`config.mk`:
```
export PLATFORM = sky130hd
export DESIGN_NAME = fifo_burst_reader
export DESIGN_NICKNAME = d
export VERILOG_FILES = /design/src/rtl/fifo_burst_reader.sv
export SDC_FILE = /design/constraint.sdc
export NUM_CORES = 1
export LEC_CHECK = 0
export CORE_UTILIZATION = 25
export DETAILED_ROUTE_END_ITERATION = 6
export MAX_ROUTING_LAYER = met4
export PLACE_DENSITY = 0.6
export SYNTH_ARGS = -nofsm -noshare
export SYNTH_HDL_FRONTEND = slang
export SYNTH_SLANG_ARGS = --single-unit
```
`constraint.sdc`:
```
create_clock -name clk -period 6.4 [get_ports clk]
set_input_delay 0.96 -clock clk [delete_from_list [all_inputs] [get_ports clk]]
set_output_delay 0.96 -clock clk [all_outputs]
set_load 0.05 [all_outputs]
```
`src/rtl/fifo_burst_reader.sv`:
```
// fifo_burst_reader
// Reads fixed-length bursts from a first-word-fall-through FIFO and presents
// them on an AXI4-Stream master port. A burst starts only when the FIFO
// already holds the whole burst, so a started burst normally streams without
// gaps. Bursts are aligned to frames: the final burst of a frame is shortened
// to the frame remainder. tuser marks frame beat 0, tlast marks the last beat
// of every burst, and frame_done pulses once the last frame beat is accepted.
//
// Handshake: a beat moves downstream on any rising edge where
// m_axis_tvalid=1 and m_axis_tready=1. Once tvalid is high, tdata, tlast and
// tuser hold their values until that edge. A FIFO word is consumed on any
// rising edge where fifo_ren=1, and fifo_ren is only raised while
// fifo_empty_n=1.
module fifo_burst_reader #(
  parameter int data_width  = 32,
  parameter int burst_len   = 16,
  parameter int frame_beats = 1024,
  parameter int cnt_width   = 6
) (
  input  logic                  clk,
  input  logic                  rst,
  input  logic                  en,
  output logic                  fifo_ren,
  input  logic [data_width-1:0] fifo_dout,
  input  logic                  fifo_empty_n,
  input  logic [cnt_width-1:0]  data_cnt,
  output logic [data_width-1:0] m_axis_tdata,
  output logic                  m_axis_tvalid,
  input  logic                  m_axis_tready,
  output logic                  m_axis_tlast,
  output logic                  m_axis_tuser,
  output logic                  frame_done,
  output logic [1:0]            dbg_state
);

  // Burst length counters must be able to hold burst_len itself.
  localparam int LW = $clog2(burst_len + 1);
  // Frame beat counter; at least one bit even for single-beat frames.
  localparam int FW = (frame_beats > 1) ? $clog2(frame_beats) : 1;

  typedef enum logic [1:0] {
    S_IDLE  = 2'd0,
    S_BURST = 2'd1,
    S_DRAIN = 2'd2
  } state_t;

  state_t          r_state;
  logic [LW-1:0]   r_cur_len;      // length of the burst in progress
  logic [LW-1:0]   r_reads;        // FIFO reads issued in this burst
  logic [FW-1:0]   r_frame_cnt;    // accepted beats in the current frame
  logic            r_first_burst;  // current burst begins at frame beat 0
  logic            r_frame_done;
  logic [data_width-1:0] r_tdata;
  logic            r_tvalid;
  logic            r_tlast;
  logic            r_tuser;

  logic [31:0]     w_remaining;
  logic [LW-1:0]   w_cur_len;
  logic            w_start;
  logic            w_ren;
  logic            w_last_read;
  logic            w_accept;
  logic            w_frame_end;

  // Length of the next burst: a full burst, or the frame remainder if shorter.
  // Only meaningful in IDLE, where every issued beat has also been accepted,
  // so the accepted-beat count is the true frame position.
  always_comb begin
    w_remaining = 32'(frame_beats) - 32'(r_frame_cnt);
    if (w_remaining < 32'(burst_len)) begin
      w_cur_len = LW'(w_remaining);
    end else begin
      w_cur_len = LW'(burst_len);
    end
  end

  // Burst start, FIFO read strobe and beat acceptance decodes.
  always_comb begin
    w_start     = (r_state == S_IDLE) && en &&
                  (32'(data_cnt) >= 32'(w_cur_len));
    // The output stage holds one word, so a read is allowed only when that
    // word is empty or leaving on this edge.
    w_ren       = (r_state == S_BURST) && fifo_empty_n &&
                  (!r_tvalid || m_axis_tready) && (r_reads < r_cur_len);
    w_last_read = w_ren && ((r_reads + LW'(1)) == r_cur_len);
    w_accept    = r_tvalid && m_axis_tready;
    w_frame_end = (r_frame_cnt == FW'(frame_beats - 1));
  end

  // Burst sequencing: IDLE waits for a full burst in the FIFO, BURST issues
  // the reads, DRAIN waits for the tlast beat to leave so IDLE always starts
  // with an empty output stage. en is sampled only in IDLE, so dropping it
  // never cuts a burst short.
  always_ff @(posedge clk or posedge rst) begin
    if (rst) begin
      r_state       <= S_IDLE;
      r_cur_len     <= '0;
      r_reads       <= '0;
      r_first_burst <= 1'b0;
    end else begin
      case (r_state)
        S_IDLE: begin
          if (w_start) begin
            r_state       <= S_BURST;
            r_cur_len     <= w_cur_len;
            r_reads       <= '0;
            r_first_burst <= (r_frame_cnt == '0);
          end
        end
        S_BURST: begin
          if (w_ren) begin
            r_reads <= r_reads + LW'(1);
            if (w_last_read) begin
              r_state <= S_DRAIN;
            end
          end
        end
        S_DRAIN: begin
          if (w_accept && r_tlast) begin
            r_state <= S_IDLE;
          end
        end
        default: begin
          r_state <= S_IDLE;
        end
      endcase
    end
  end

  // Output register: loads the FIFO head on a read, clears valid when the
  // beat is taken without a replacement, otherwise holds everything.
  always_ff @(posedge clk or posedge rst) begin
    if (rst) begin
      r_tdata  <= '0;
      r_tvalid <= 1'b0;
      r_tlast  <= 1'b0;
      r_tuser  <= 1'b0;
    end else if (w_ren) begin
      r_tdata  <= fifo_dout;
      r_tvalid <= 1'b1;
      r_tlast  <= w_last_read;
      r_tuser  <= r_first_burst && (r_reads == '0);
    end else if (w_accept) begin
      r_tvalid <= 1'b0;
      r_tlast  <= 1'b0;
      r_tuser  <= 1'b0;
    end
  end

  // Frame position tracks accepted beats; frame_done is a one-cycle pulse
  // following the edge that accepts the final beat of the frame.
  always_ff @(posedge clk or posedge rst) begin
    if (rst) begin
      r_frame_cnt  <= '0;
      r_frame_done <= 1'b0;
    end else begin
      r_frame_done <= 1'b0;
      if (w_accept) begin
        if (w_frame_end) begin
          r_frame_cnt  <= '0;
          r_frame_done <= 1'b1;
        end else begin
          r_frame_cnt <= r_frame_cnt + FW'(1);
        end
      end
    end
  end

  assign fifo_ren      = w_ren;
  assign m_axis_tdata  = r_tdata;
  assign m_axis_tvalid = r_tvalid;
  assign m_axis_tlast  = r_tlast;
  assign m_axis_tuser  = r_tuser;
  assign frame_done    = r_frame_done;
  assign dbg_state     = r_state;

endmodule

```
==> qor.yml, run 1 <==
finalSetupViolations: 0
final_area_um2: 4070
r2r-start: "r_frame_cnt[0]"
avgSynthCellArea_um2: 9.38
cts_resized: 0
tightest_slew_ns: 0.726
synth_top_area_share: 0.523
irDropWorstVdd_uv: 205
io_buffers: 81
vias: 2279
crit_start: "m_axis_tready"
cp-end-kind: "primary output"
maxSlewViolCount: 0
period_share: 0.734
async_flop_share: 1.00
r2r_end: "r_first_burst"
max_stage_delay_ns: 0.93
worst_ep_required_time_ns: 5.44
dpl-instance-area_um2: 3770
first_global_vias: 2239
syn_area_um2: 2820
crit_arrival_ns: 3.74
diodes: 0
fp.dieH_um: 108
initial_utilization: 0.258
synth_common_cells: "114 x nand2_1, 59 x dfrtp_1, 14 x ha_1"
ios: 82
grt_usage: 0.129
design.die.area_um2: 11700
dpl.cell_count: 513
grt_setup_unrepaired: "false"
worst_slack_ns: 1.70
cts-root-buf: "clkbuf_16"
antenna_found_initial: 0
synth_edf_count: 0
hold_viol: 0
numCtsBuffers: 9
outcome: "complete, no violations"
maxCapViolCount: 0
cp-endpoint: "fifo_ren"
fin_nets: 441
r2r_cells: 12
r2r_slack_ns: 3.01
fill_cells: 1122
ys_warn_count: 0
synthFlopType: "dfrtp_1"
critPathLaunchType: "input port"
netlist_instances: 301
synth-seq-area-share: 0.523
setup_tns_ns: 0
crit_top_cell: "clkdlybuf4s50_1"
drt_first_pass_iters: 4
path_class: "in -> out"
power_leakage_nw: 1.89
min_period_ns: 4.70
wl_per_cell_um: 12.7
place.gp.congestion: 0.775
synth.most_common_cell: "nand2_1"
dp_hpwl_um: 4720
drive_gt1_frac: 0.0672
drc_errors: 0
clock_latency_ns: 0.32
cts_max_level: 3
cts_buffer_depth: 2
post-place-ws_ns: 1.65
grt_start_max_net_pins: 60
cp_max_fo: 40
tritoncts: "done"
hold_start: "m_axis_tdata[21]"
grt_overflow_total: 0
rows: 38
grt_pass1_wl_um: 11000
wl_um: 6680
yosysTopAreaCell: "dfrtp_1"
synth_cell_types: 44
power_mw: 1.85
finalHoldWorstSlack_ns: 0.472
hold_path.class: "reg -> reg"
fin_util: 0.372
cts.sinks: 59
die_x_um: 108
max_freq_mhz: 213
via_per_inst: 4.32
drt_iter0_markers: 105
worst_clock_skew_ns: 0.00981
cts_setup_buffers: 0
slew_headroom: 0.516
syn_nets: 358
core_um2: 10900
ant_nets: 0
ctsHoldBuffers: 0
powerDensity_nw_per_um2: 453
synth-seq-cells: 59
finalNonFillerCells: 527
path_cells: "clkdlybuf4s50_1, inv_1, a221oi_1, nand2_1, buf_4, inv_2, clkdlybuf4s50_1"
clk_pin_slew_ns: 0.05
crit_slowest_cell: "clkdlybuf4s50_1"
yosys-top-cells-area: "dfrtp_1 52%, nand2_1 15%, ha_1 6.2%"
syn_to_final_growth_pct: 44.2
-- sequential cells by signal (all words and copies together), names as in the netlist --
signal	count
m_axis_tlast	1
r_frame_cnt	10
r_reads	5
m_axis_tvalid	1
r_cur_len	5
r_first_burst	1
m_axis_tuser	1
frame_done	1
m_axis_tdata	32
dbg_state	2
-- how the worst min path moves through the flow --
stage,to,cells past startpoint,slack (ns)
floorplan,m_axis_tuser,2,0.46
global placement,m_axis_tdata[19],2,0.46
detailed placement,m_axis_tdata[12],2,0.46
CTS,m_axis_tdata[21],2,0.48
global route,m_axis_tdata[21],2,0.49
finish,m_axis_tdata[21],2,0.47
-- cell type report --
class	count	area [um^2]	area share
clock buffer	12	267	0.0654
clock inverter	2	35.0	0.00860
inverter	14	52.6	0.0129
multi-input combinational	217	1240	0.305
sequential	59	1480	0.363
tap	140	175	0.0430
timing repair buffer	83	826	0.203
-- layer usage --
metal | share of wire | track usage | vias to the layer above
met2 | 0.48 | 0.197 | 47
met5 | 0 | - | -
li1 | - | - | 1154
met4 | 0.022 | 0.0666 | 0
met1 | 0.46 | 0.160 | 1067
met3 | 0.040 | 0.0271 | 11
-- cell usage in the layout (no fill, tap or decap), types with 2 or more instances in the layout --
cell,synthesis,routed
o31ai_1,2,2
clkbuf_16,0,9
nor2_1,9,9
dfrtp_1,59,59
inv_1,13,12
o21ai_0,5,5
a21o_1,2,2
nand4_1,6,6
buf_4,0,2
a31o_2,3,3
xor2_1,4,4
nor3_1,3,3
clkbuf_8,0,3
nand3_1,7,7
nand2_1,114,114
inv_2,1,2
o22ai_1,2,2
nor2b_1,3,3
ha_1,14,14
mux2i_1,5,5
xnor2_1,13,13
nor4_1,2,2
nand3b_1,2,2
clkdlybuf4s50_1,0,81
a21oi_1,2,2
-- kinds of logic (layout without fill, tap and decap cells) --
group           count (synthesis)  count (layout)  share of synthesized area
simple gates                  157             157                      0.241
xor+xnor                       17              17                     0.0527
fa+ha+maj                      14              14                     0.0620
flops                          59              59                      0.523
buf+inv                        25             111                     0.0377
mux                             7               7                     0.0257
compound gates                 22              22                     0.0576
-- worst max-delay path, delay by kind of cell --
family,cells,cell delay (ns)
buffers and inverters,5,2.33
AO/OA/AOI/OAI,1,0.34
AND/OR/NAND/NOR,1,0.09
-- power by group --
group          total, mW  switching (mW)  internal (mW)
Combinational      0.779           0.500          0.279
Clock              0.482           0.155          0.327
Sequential         0.584          0.0990          0.485
Total               1.85           0.754           1.09
(Power assumes the default switching activity.)
==> inputs of run 2 (changes only) <==
==> constraint.sdc (replaced) <==
create_clock -name clk -period 4.9 [get_ports clk]
set_input_delay 0.735 -clock clk [delete_from_list [all_inputs] [get_ports clk]]
set_output_delay 0.735 -clock clk [all_outputs]
set_load 0.05 [all_outputs]
==> qor.yml, run 2 (synthesis results as in run 1) <==
fill_cells: 1115
via_per_inst: 4.41
ctsHoldBuffers: 0
crit_arrival_ns: 2.89
power_mw: 2.37
grt_pass1_wl_um: 11200
finalHoldWorstSlack_ns: 0.466
numCtsBuffers: 9
maxCapViolCount: 0
path_cells: "clkdlybuf4s50_1, inv_1, a221oi_1, nand2_1, buf_4, inv_2, buf_12"
largest_reg_flops: 32
design.die.area_um2: 11700
cts.sinks: 59
grt_start_max_net_pins: 60
power_leakage_nw: 1.88
rows: 38
maxSlewViolCount: 0
irDropWorstVdd_uv: 249
grt_overflow_total: 0
cp_top_family: "buffers and inverters"
clk_pin_slew_ns: 0.05
grt_setup_unrepaired: "false"
ios: 82
outcome: "complete, no violations"
io_buffers: 81
final_common_cell: "nand2_1"
fin_nets: 441
wl_um: 6800
min_period_ns: 3.62
max_stage_delay_ns: 0.57
crit_slowest_cell: "inv_2"
drc_errors: 0
critPathLaunchType: "input port"
die_x_um: 108
cts_setup_buffers: 0
fp.dieH_um: 108
finalSetupViolations: 0
drt_iter0_markers: 85
first_global_vias: 2334
hold_path.class: "reg -> reg"
cts_resized: 0
dp_hpwl_um: 4770
worst_clock_skew_ns: 0.00739
powerDensity_nw_per_um2: 584
core_um2: 10900
grt_usage: 0.129
hold_viol: 0
worst_ep_required_time_ns: 4.16
slew_headroom: 0.492
cts-root-buf: "clkbuf_16"
max_freq_mhz: 276
syn_to_final_growth_pct: 43.6
cp-end-kind: "primary output"
drt_first_pass_iters: 4
drive_gt1_frac: 0.0668
cp_num_buf_inv: 5
setup_tns_ns: 0
vias: 2332
final_cell_mix: "114 x nand2_1, 80 x clkdlybuf4s50_1, 59 x dfrtp_1"
ant_nets: 0
tightest_slew_ns: 0.762
path_class: "in -> out"
cp_max_fo: 40
tritoncts: "done"
cts_max_level: 3
cts_buffer_depth: 2
antenna_found_initial: 0
wl_per_cell_um: 12.9
clock_latency_ns: 0.32
place.gp.congestion: 0.772
initial_utilization: 0.258
period_share: 0.739
diodes: 0
## run 2: changes by cell type in the layout (fill, tap and decap cells not counted), sizes merged
cell,before,now
buf,2,3
bufinv,1,0
clkbuf,12,14
clkdlybuf4s50,81,80
clkinv,1,2
## run 2: area by class of cell
type,instances,area (um^2),share of cell area
clock inverter,2,10.0,0.00247
sequential,59,1480,0.364
inverter,14,52.6,0.0130
clock buffer,14,264,0.0651
multi-input combinational,217,1240,0.306
timing repair buffer,83,836,0.206
tap,140,175,0.0432
## run 2: worst paths after layout
path / from / end / depth (start not counted) / slack (ns)
max: m_axis_tready / fifo_ren / 7 / 1.28
min: m_axis_tdata[28] / m_axis_tdata[28] / 2 / 0.47
max reg2reg: r_frame_cnt[0] / r_first_burst / 12 / 1.53
min reg2reg: m_axis_tdata[28] / m_axis_tdata[28] / 2 / 0.47
max in group asynchronous: rst / m_axis_tdata[1] / 3 / 3.44
min in group asynchronous: rst / m_axis_tdata[17] / 3 / 0.96
## run 2: where the power goes
part	internal, mW	total [mW]	switching [mW]
registers	0.633	0.762	0.129
logic	0.371	1.03	0.660
clock network	0.368	0.576	0.208
total	1.37	2.37	0.998
## run 2: worst min-delay path, delay by kind of cell, from the launching register on
family        cells  cell delay [ns]
flops             1             0.33
simple gates      2             0.11
## run 2: metrics by stage
step	instance area, um^2	util	instances	setup slack (ns)
6_report	4060	0.371	529	1.28
5_1_grt	4060	0.371	529	1.11
4_1_cts	4060	0.371	529	1.22
3_5_place_dp	3780	0.346	513	1.23
3_3_place_gp	3780	0.346	513	1.29
2_1_floorplan	2820	-	301	1.99
## run 2: per-layer routing
layer / vias up / global-route usage / wire [um]
met1: 1114 / 0.159 / 3120
met2: 54 / 0.198 / 3280
li1: 1151 / - / -
met5: - / - / 0
met3: 13 / 0.0247 / 242
met4: 0 / 0.0695 / 161
==> inputs of run 3 (changes only) <==
==> constraint.sdc (replaced) <==
create_clock -name clk -period 3.7 [get_ports clk]
set_input_delay 0.555 -clock clk [delete_from_list [all_inputs] [get_ports clk]]
set_output_delay 0.555 -clock clk [all_outputs]
set_load 0.05 [all_outputs]
==> qor.yml, run 3 (synthesis results as in run 1) <==
outcome: "complete, no violations"
fill_cells: 1112
final_area_um2: 4070
cp_num_buf_inv: 1
ctsHoldBuffers: 0
cts.sinks: 59
power_leakage_nw: 1.89
wl_um: 6830
grt_use_met1: 0.159
critPathLaunchType: "flip-flop"
combinationalPowerShare: 0.438
design.die.area_um2: 11700
r2r_slack_ns: 0.46
final_common_cell: "nand2_1"
core_um2: 10900
cts_resized: 0
final_cell_mix: "114 x nand2_1, 80 x clkdlybuf4s50_1, 59 x dfrtp_1"
cp-end-kind: "flip-flop"
clk_pin_slew_ns: 0.05
rows: 38
antenna_found_initial: 0
largest_reg_flops: 32
via_per_inst: 4.39
irDropWorstVdd_uv: 282
crit_top_cell: "nand2_1"
io_buffers: 81
maxCapViolCount: 0
period_share: 0.876
powerDensity_nw_per_um2: 769
drive_gt1_frac: 0.0716
cts-root-buf: "clkbuf_16"
internal_power_mw: 1.82
ios: 82
fp.dieH_um: 108
grt-busiest-layer: "met2"
hold_viol: 0
worst_ep_required_time_ns: 3.91
met2_usage: 0.201
grt_pass1_wl_um: 11100
power_mw: 3.13
setup_tns_ns: 0
first_global_vias: 2283
drt_first_pass_iters: 4
numCtsBuffers: 9
tightest_slew_ns: 0.969
maxSlewViolCount: 0
clockPowerShare: 0.241
ant_nets: 0
diodes: 0
cp_max_fo: 11
hold_path.class: "reg -> reg"
swShare: 0.419
path_cells: "inv_1, ha_1, or3b_4, a211o_1, a21oi_4, nand2_1, ha_1, nand2_1, o21ai_0, nand4_1, nand2_1, mux2_2"
max_stage_delay_ns: 0.43
cp_top_family: "simple AND/OR/NAND/NOR gates"
crit_arrival_ns: 3.45
fin_nets: 443
seq_area_um2: 1480
cts_setup_buffers: 0
syn_to_final_growth_pct: 44.1
path_class: "reg -> reg"
cts_max_level: 3
grt_start_max_net_pins: 46
place.gp.congestion: 0.842
p_switching_mw: 1.31
grt_usage: 0.130
met3_usage: 0.0217
p_seq_frac: 0.321
initial_utilization: 0.258
wl_per_cell_um: 12.9
crit_slowest_cell: "dfrtp_1"
max_freq_mhz: 308
finalSetupViolations: 0
grt_setup_unrepaired: "false"
multi_input_area_um2: 1240
dp_hpwl_um: 4910
slew_headroom: 0.353
grt_overflow_total: 0
tritoncts: "done"
cts_buffer_depth: 2
dpl-instance-area_um2: 3800
worst_clock_skew_ns: 0.00887
clock_latency_ns: 0.32
die_x_um: 108
drc_errors: 0
min_period_ns: 3.24
vias: 2329
drt_iter0_markers: 106
==> run 3: cell types whose count changed in the layout (fill, tap and decap cells not counted), sizes merged <==
cell,before,now
buf,3,5
==> run 3: final cells by class <==
cell class / instances / share of cell area
tap: 140 / 0.0430
timing repair buffer: 85 / 0.209
clock buffer: 14 / 0.0649
inverter: 14 / 0.0129
multi-input combinational: 217 / 0.305
clock inverter: 2 / 0.00246
sequential: 59 / 0.363
==> run 3: final timing paths <==
| path | end | cells past startpoint | start |
|---|---|---|---|
| setup reg to reg | r_first_burst | 12 | r_frame_cnt[0] |
| max in group asynchronous | r_reads[4] | 3 | rst |
| setup / recovery | r_first_burst | 12 | r_frame_cnt[0] |
| min in group asynchronous | m_axis_tdata[17] | 2 | rst |
| hold / removal | m_axis_tdata[19] | 2 | m_axis_tdata[19] |
| hold reg to reg | m_axis_tdata[19] | 2 | m_axis_tdata[19] |
==> run 3: per-layer routing <==
layer	up-vias	wire (um)
li1	1152	-
met1	1111	3050
met2	55	3340
met3	11	257
met4	0	178
met5	-	0
==> run 3: through the flow <==
| step | hold slack, ns | std cells | util | setup WS [ns] |
|---|---|---|---|---|
| after detailed placement | 0.461 | 515 | 0.347 | 0.455 |
| after global placement | 0.458 | 515 | 0.347 | 0.563 |
| final | 0.470 | 531 | 0.372 | 0.457 |
| after floorplan | 0.456 | 301 | - | 0.786 |
| after CTS | 0.474 | 531 | 0.372 | 0.451 |
| after global routing | 0.486 | 531 | 0.372 | 0.221 |
==> run 3: power groups by stage <==
stage	combinational (mW)	clock [mW]	sequential [mW]
2_1_floorplan	0.476	0	1.45
3_3_place_gp	1.38	0	1.01
3_5_place_dp	1.38	0	1.01
4_1_cts	1.39	0.782	1.01
5_1_grt	1.48	0.803	1.04
6_report	1.37	0.753	1.01
==> run 3: worst register-to-register path, delay by kind of cell, from the launching register on <==
kind            cells  cell delay (ns)
compound gates      3             0.62
fa+ha+maj           2             0.51
buf+inv             1             0.14
simple gates        5             1.06
flops               1             0.43
mux                 1             0.39
